==> config.mk <==
export PLATFORM = sky130hd
export DESIGN_NAME = keys_paddle_emu
export DESIGN_NICKNAME = d
export VERILOG_FILES = /design/src/rtl/keys_paddle_pkg.sv /design/src/rtl/key_debounce.sv /design/src/rtl/keys_paddle_emu.sv
export SDC_FILE = /design/constraint.sdc
export NUM_CORES = 1
export LEC_CHECK = 0
export ABC_CLOCK_PERIOD_IN_PS = 2500
export CAP_MARGIN = 30
export CELL_PAD_IN_SITES_DETAIL_PLACEMENT = 0
export CELL_PAD_IN_SITES_GLOBAL_PLACEMENT = 1
export CORE_MARGIN = 2
export CORE_UTILIZATION = 45
export DETAILED_ROUTE_END_ITERATION = 10
export PLACE_DENSITY = 0.73
export SLEW_MARGIN = 20
export SYNTH_ARGS = -nofsm -noshare
export SYNTH_HDL_FRONTEND = slang
export SYNTH_HIERARCHICAL = 1
export SYNTH_SLANG_ARGS = --single-unit
==> constraint.sdc <==
create_clock -name clk -period 2.5 [get_ports clk]
set_clock_uncertainty 0.1 [all_clocks]
set_input_delay 0.5 -clock clk [delete_from_list [all_inputs] [get_ports clk]]
set_output_delay 0.5 -clock clk [all_outputs]
set_load 0.02 [all_outputs]
==> src/rtl/keys_paddle_pkg.sv <==
// keys_paddle_pkg: shared key indices, default sync level and saturating position step.
package keys_paddle_pkg;
  localparam int KEY_LEFT  = 0;
  localparam int KEY_RIGHT = 1;
  localparam int KEY_UP    = 2;
  localparam int KEY_DOWN  = 3;
  localparam logic SYNC_ACT_DEF = 1'b1;
  // dir = {increment, decrement}; both or neither holds the position
  function automatic logic [31:0] sat_step(input logic [31:0] pos, input logic [31:0] step,
                                           input logic [1:0] dir, input logic [31:0] lo,
                                           input logic [31:0] hi);
    logic [32:0] sum;
    sum = {1'b0, pos} + {1'b0, step};
    if (dir == 2'b10) return (sum > {1'b0, hi}) ? hi : sum[31:0];
    if (dir == 2'b01) return (pos < lo + step) ? lo : pos - step;
    return pos;
  endfunction
endpackage

==> src/rtl/key_debounce.sv <==
// key_debounce: 2-FF synchronizer followed by a stable-count debouncer for one key.
module key_debounce #(
  parameter int DEB_CYCLES = 65536
) (
  input  logic clk,
  input  logic reset,
  input  logic din,
  output logic dout
);
  localparam int CW = $clog2(DEB_CYCLES) + 1;
  logic [1:0]    sync_q;
  logic          stable_q, stable_d;
  logic [CW-1:0] cnt_q, cnt_d;
  always_comb begin
    stable_d = stable_q;
    cnt_d    = cnt_q + 1'b1;
    if (sync_q[1] == stable_q) cnt_d = '0;
    else if (cnt_q == CW'(DEB_CYCLES - 1)) begin
      stable_d = sync_q[1];
      cnt_d    = '0;
    end
  end
  always_ff @(posedge clk or posedge reset) begin
    if (reset) begin
      sync_q   <= '0;
      stable_q <= 1'b0;
      cnt_q    <= '0;
    end else begin
      sync_q   <= {sync_q[0], din};
      stable_q <= stable_d;
      cnt_q    <= cnt_d;
    end
  end
  assign dout = stable_q;
endmodule

==> src/rtl/keys_paddle_emu.sv <==
// keys_paddle_emu: debounced keys move two positions per frame; each paddle line rises
// once the scanline count reaches its position.
module keys_paddle_emu
  import keys_paddle_pkg::*;
#(
  parameter int   DEB_CYCLES = 65536,
  parameter int   POS_W      = 9,
  parameter int   POS_MIN    = 0,
  parameter int   POS_MAX    = 240,
  parameter int   POS_INIT   = 120,
  parameter int   STEP       = 2,
  parameter logic SYNC_ACT   = SYNC_ACT_DEF
) (
  input  logic             clk,
  input  logic             reset,
  input  logic [3:0]       keys,
  input  logic             hsync,
  input  logic             vsync,
  output logic             hpaddle,
  output logic             vpaddle,
  output logic [POS_W-1:0] pos_h,
  output logic [POS_W-1:0] pos_v
);
  logic [3:0]       key_db;
  logic             hsync_q, vsync_q, frame_tick, line_tick;
  logic             hpaddle_q, hpaddle_d, vpaddle_q, vpaddle_d;
  logic [POS_W-1:0] line_cnt_q, line_cnt_d, pos_h_q, pos_h_d, pos_v_q, pos_v_d;
  for (genvar k = 0; k < 4; k++) begin : g_deb
    key_debounce #(.DEB_CYCLES(DEB_CYCLES)) u_deb (
      .clk(clk), .reset(reset), .din(keys[k]), .dout(key_db[k])
    );
  end
  always_comb begin
    frame_tick = (vsync == SYNC_ACT) && (vsync_q != SYNC_ACT);
    line_tick  = (hsync == SYNC_ACT) && (hsync_q != SYNC_ACT);
    line_cnt_d = frame_tick ? '0 :
                 (line_tick && line_cnt_q != '1) ? line_cnt_q + 1'b1 : line_cnt_q;
    pos_h_d    = frame_tick ? POS_W'(sat_step(32'(pos_h_q), 32'(STEP),
                   {key_db[KEY_RIGHT], key_db[KEY_LEFT]}, 32'(POS_MIN), 32'(POS_MAX))) : pos_h_q;
    pos_v_d    = frame_tick ? POS_W'(sat_step(32'(pos_v_q), 32'(STEP),
                   {key_db[KEY_DOWN], key_db[KEY_UP]}, 32'(POS_MIN), 32'(POS_MAX))) : pos_v_q;
    hpaddle_d  = (vsync != SYNC_ACT) && (line_cnt_q >= pos_h_q);
    vpaddle_d  = (vsync != SYNC_ACT) && (line_cnt_q >= pos_v_q);
  end
  always_ff @(posedge clk or posedge reset) begin
    if (reset) begin
      hsync_q    <= ~SYNC_ACT;
      vsync_q    <= ~SYNC_ACT;
      line_cnt_q <= '0;
      pos_h_q    <= POS_W'(POS_INIT);
      pos_v_q    <= POS_W'(POS_INIT);
      hpaddle_q  <= 1'b0;
      vpaddle_q  <= 1'b0;
    end else begin
      hsync_q    <= hsync;
      vsync_q    <= vsync;
      line_cnt_q <= line_cnt_d;
      pos_h_q    <= pos_h_d;
      pos_v_q    <= pos_v_d;
      hpaddle_q  <= hpaddle_d;
      vpaddle_q  <= vpaddle_d;
    end
  end
  assign hpaddle = hpaddle_q;
  assign vpaddle = vpaddle_q;
  assign pos_h   = pos_h_q;
  assign pos_v   = pos_v_q;
endmodule

; ---- Word-level counts from Yosys, hierarchy flattened
; Index checks and enable logic that the tools add are counted.
[classes]
add_sub_neg = 9
order_cmp = 6
eq_ne = 13
muxes = 28
bitwise = 7
n_reduce_logical = 14
[op_table]
columns = cell, n
row1 = $mux W17, 8
row2 = $mux W9, 14
row3 = $add A17 B1 Y17 const B, 4
row4 = $eq A17 B16 Y1 const B, 4
row5 = $add A9 B2 Y10 const B, 2
row6 = $gt A10 B8 Y1 const B, 2
row7 = $ge A9 B9 Y1, 2
row8 = $lt A9 B2 Y1 const B, 2
row9 = $sub A9 B2 Y9 const B, 2
row10 = $reduce_and A2 Y1, 6
row11 = $add A9 B1 Y9 const B, 1
row12 = $ne A9 B9 Y1 const B, 1
row13 = $not A1 Y1, 7
row14 = $mux W1, 6
row15 = $reduce_bool A2 Y1, 3
row16 = $logic_and A1 B1 Y1, 5
row17 = $eq A1 B1 Y1, 4
row18 = $eq A2 B1 Y1 const B, 2
row19 = $eq A2 B2 Y1 const B, 2
[word_totals]
reg_bits = 111
inputBits = 8
out_inout_bits = 20

; ---- Longest topological paths before layout
[depth]
word_depth = 7
mapped_depth = 9

; ---- Cells and area by module
; Netlist, hierarchy kept.
[by_module_without_submodules]
columns = module, n_inst, cells_per_inst, area_per_inst_um2, seq_area_each_um2
row1 = key_debounce, 4, 91, 944.7, 500.5
row2 = keys_paddle_emu, 1, 336, 2761.4, 785.8

; ---- Least setup slack after synthesis
; OpenSTA, ideal clock, no wires.
[synth_timing]
path_type = register to register
start = register pos_h_q[1], in the netlist pos_h[1]
end = register pos_h_q[4], in the netlist pos_h[4]
setup_time_ps = 84
arrival_time_ps = 2075
setup_slack_ps = 241
stages_incl_launch_ff = 10
period_less_slack_ps = 2259
cell_sequence = dfrtp_1 -> buf_2 -> inv_1 -> ha_1 -> or4b_4 -> buf_6 -> o21ai_4 -> o22ai_1 -> o211ai_1 -> o21ai_1
[synth_between]
elab_chain_len = 7
[synth_rtl]
columns = item, line
row1 = start: declaration, keys_paddle_emu.sv:27  ; logic [POS_W-1:0] line_cnt_q, line_cnt_d, pos_h_q, pos_h_d, pos_v_q, pos_v_d;
row2 = start signal: assignment, keys_paddle_emu.sv:50  ; pos_h_q <= POS_W'(POS_INIT);
row3 = start signal: assignment, keys_paddle_emu.sv:58  ; pos_h_q <= pos_h_d;
row4 = $add A9 B2 Y10, keys_paddle_pkg.sv:13  ; sum = {1'b0, pos} + {1'b0, step};
row5 = $gt A10 B8 Y1, keys_paddle_pkg.sv:14  ; if (dir == 2'b10) return (sum > {1'b0, hi}) ? hi : sum[31:0];
row6 = $mux W9 (2 in a row), keys_paddle_pkg.sv:14
row7 = $mux W9, keys_paddle_pkg.sv:15  ; if (dir == 2'b01) return (pos < lo + step) ? lo : pos - step;
row8 = $mux W9, keys_paddle_pkg.sv:16  ; return pos;
row9 = $mux W9 *, keys_paddle_pkg.sv:15
; Every way passes the cells marked *; elsewhere a longest branch is shown, timed or not. The select of a mux whose other input is x is not followed.
; A chain may end at the register's enable or synchronous reset.

; ---- Final worst setup path
[layout_timing]
start = register pos_v_q[3], in the netlist pos_v[3]
end = output port pos_v[3]
[layout_rtl]
columns = item, line
row1 = start: declaration, keys_paddle_emu.sv:27
row2 = start signal: assignment, keys_paddle_emu.sv:51  ; pos_v_q <= POS_W'(POS_INIT);
row3 = start signal: assignment, keys_paddle_emu.sv:59  ; pos_v_q <= pos_v_d;
row4 = end: declaration, keys_paddle_emu.sv:22  ; output logic [POS_W-1:0] pos_v
; No word-level cell between the ends.

==> out/results.tsv <==
metric	value	unit
status	completed	
P_leak	3.04	nW
Main synth FF type	dfrtp_1	
Worst Path Required	1.90	ns
finished layout cell area	0.00737	sq mm
Pre-Repair DR Iteration Count	5	
total core area	0.0144	sq mm
worst path arrival time	1.77	ns
worst vdd ir	0.329	mV
row count	44	
post-synth top area cell	dfrtp_1	
Placed Instance Area	0.00707	sq mm
Nets	779	
MaxCap Viol Count	0	
post-CTS setup buffer count	0	
Max Root-Sink Buffers	2	
Worst Setup End Kind	output port	
worst skew pair latency	0.36	ns
Final Hold Viols	0	
Mean Syn Cell Area	9.34	sq um
largest net degree at the start of global routing	32	
syn nets	740	
clk slew on worst S/H paths	0.08	ns
CP max FO	18	
slowest cell delay on critical path	0.74	ns
Seq cells post-synth	111	
worst min path class	flip-flop to flip-flop	
compound-cell area share of the yosys netlist	0.133	
final WL	14000	microns
GRT Residual Overflow	0	
Root Driver	clkbuf_16	
simple-gate share of the synthesized area	0.248	
Worst-Margin Slew	0.435	ns
r2r setup slk	0.25	ns
largest family of logic cells by synthesized area	simple AND/OR/NAND/NOR gates	
global placement routability congestion	0.834	
ys async rst share	1.00	
ratio of cells with drive above 1 in the final layout	0.114	
Global Route Usage Sum	0.192	
Die Height	125	microns
vias per cell	5.65	
Final setup viols	0	
PortBufs	27	
Worst Setup SP	pos_v[3]	
Max Slew Vio Count	0	
Yosys warnings	6	
Slew HR	0.708	
Die X	125	microns
die area	0.0155	sq mm
setup TNS	0	ns
fill count	1332	
antenna violations before repair	0	
Crit-path slowest cell	dfstp_2	
f_max	0.421	GHz
wire per inst	15.0	microns
TritonCTS Buffers	9	
post-route clock period utilization	0.949	
main area contributors after synthesis	dfrtp_1 39%, ha_1 6.1%, xnor2_1 5.1%	
post_cts resized	0	
Critical Path, Cell by Cell	clkdlybuf4s50_1	
Synth top area share	0.394	
Final WS setup	0.126	ns
Synth cell types	73	
vias in the first global route	5248	
Pwr Density	499	mW/mm^2
Routed Antenna Nets	0	
crit path kind	flip-flop to output port	
Mapped Cells	700	
Max H-tree Level	3	
multiplexer share of the synthesized area	0.0132	
first-pass GRT wire length	25100	microns
sequential area share after synthesis	0.426	
ant diodes	0	
unrepaired setup endpoints after global routing	false	
area delta synth->final	12.7	%
DRT iter0 DRCs	396	
CP top delay family	flip-flops	
Initial Util	0.455	
min-delay src	g_deb[3].u_deb/sync_q[0]	
total power draw	3.68	mW
EDFF count, synth	0	
Post-route DRC	0	
CTS Hold Bufs	0	
pre-CTS WS	0.0102	ns
CTS tree	done	
routed via count	5244	
clk sinks	111	
Worst setup SP type	flip-flop	
HPWL Detailed	10200	microns
Adder-Cell Fraction of Synth Area	0.0612	
xor and xnor area share after synthesis	0.0683	
reg2reg start	g_deb[2].u_deb/dout	
area of the mapped netlist	0.00654	sq mm
Ports	28	
CP bufs+invs	1	
fin crit period	2.37	ns
worst hold slack	0.280	ns
-- synthesized netlist by cell type (all sizes together), types with 5 or more instances --
library cell  count
dfrtp           103
nor2             86
o21ai            50
inv              49
xnor2            38
nand4            36
a21oi            35
nand2            35
ha               32
nand3            28
or3              21
buf              17
nor3             17
xor2             13
nor4             11
and2             10
and4             10
dfstp             8
nand2b            8
and3              7
or2               6
a41o              5
clkbuf            5
mux2              5
nor2b             5
-- power breakdown --
group	internal, mW	switching (mW)	leakage [nW]
logic	0.122	0.166	1.43
registers	1.84	0.0478	1.47
clock network	0.815	0.692	0.144
total	2.77	0.906	3.04
-- routing by layer --
layer / track usage / routed length, microns
met4: 0.0635 / 189
met2: 0.303 / 6510
met1: 0.273 / 6820
met5: 0 / 0
met3: 0.0258 / 437
-- logic make-up after synthesis --
group,after synthesis
AO/OA/AOI/OAI,135
buffers and inverters,71
adder cells (fa/ha/maj),32
multiplexers,8
XOR/XNOR,51
AND/OR/NAND/NOR,292
flip-flops,111
-- sequential cells by signal, summed over array words and instances (netlist names) --
register / cells
pos_h: 9
vsync_q: 1
g_deb.u_deb/dout: 4
hpaddle: 1
line_cnt_q: 9
hsync_q: 1
pos_v: 9
vpaddle: 1
g_deb.u_deb/sync_q: 8
g_deb.u_deb/cnt_q: 68
-- cell usage in the layout (no fill, tap or decap), types with 5 or more instances in the layout --
cell type / n
a21oi_1: 34
and2_1: 10
and3_2: 5
and4_4: 8
buf_4: 23
clkbuf_16: 9
clkdlybuf4s50_1: 27
dfrtp_1: 103
dfstp_2: 8
ha_1: 32
inv_1: 48
nand2_1: 35
nand2b_1: 8
nand3_1: 28
nand4_1: 28
nand4_2: 8
nor2_1: 86
nor2b_1: 5
nor3_1: 17
nor4_1: 10
o21ai_0: 37
o21ai_1: 12
or3_1: 20
xnor2_1: 38
xor2_1: 13
-- worst paths after layout --
kind                                             to  cells after the start
min                        g_deb[3].u_deb/sync_q[1]                      0
min in group asynchronous       g_deb[1].u_deb/dout                      2
max reg2reg                                pos_v[4]                      6
min reg2reg                g_deb[3].u_deb/sync_q[1]                      0
max                                        pos_v[3]                      1
max in group asynchronous  g_deb[2].u_deb/cnt_q[16]                      3
-- area by class of cell --
cell class	instances	area, sq um	area share
clock buffers	11	243	0.0329
clock inverters	5	65.1	0.00882
inverters	49	184	0.0249
multi-input cells	518	3420	0.464
flip-flops and latches	111	2790	0.378
well taps	184	230	0.0312
repair buffers	50	443	0.0601
-- metrics by stage --
stage | std cells | util
floorplan | 700 | -
global placement | 912 | 0.492
detailed placement | 912 | 0.492
CTS | 928 | 0.513
global route | 928 | 0.513
finish | 928 | 0.513
Note: power is estimated with default switching activity, not from simulation.
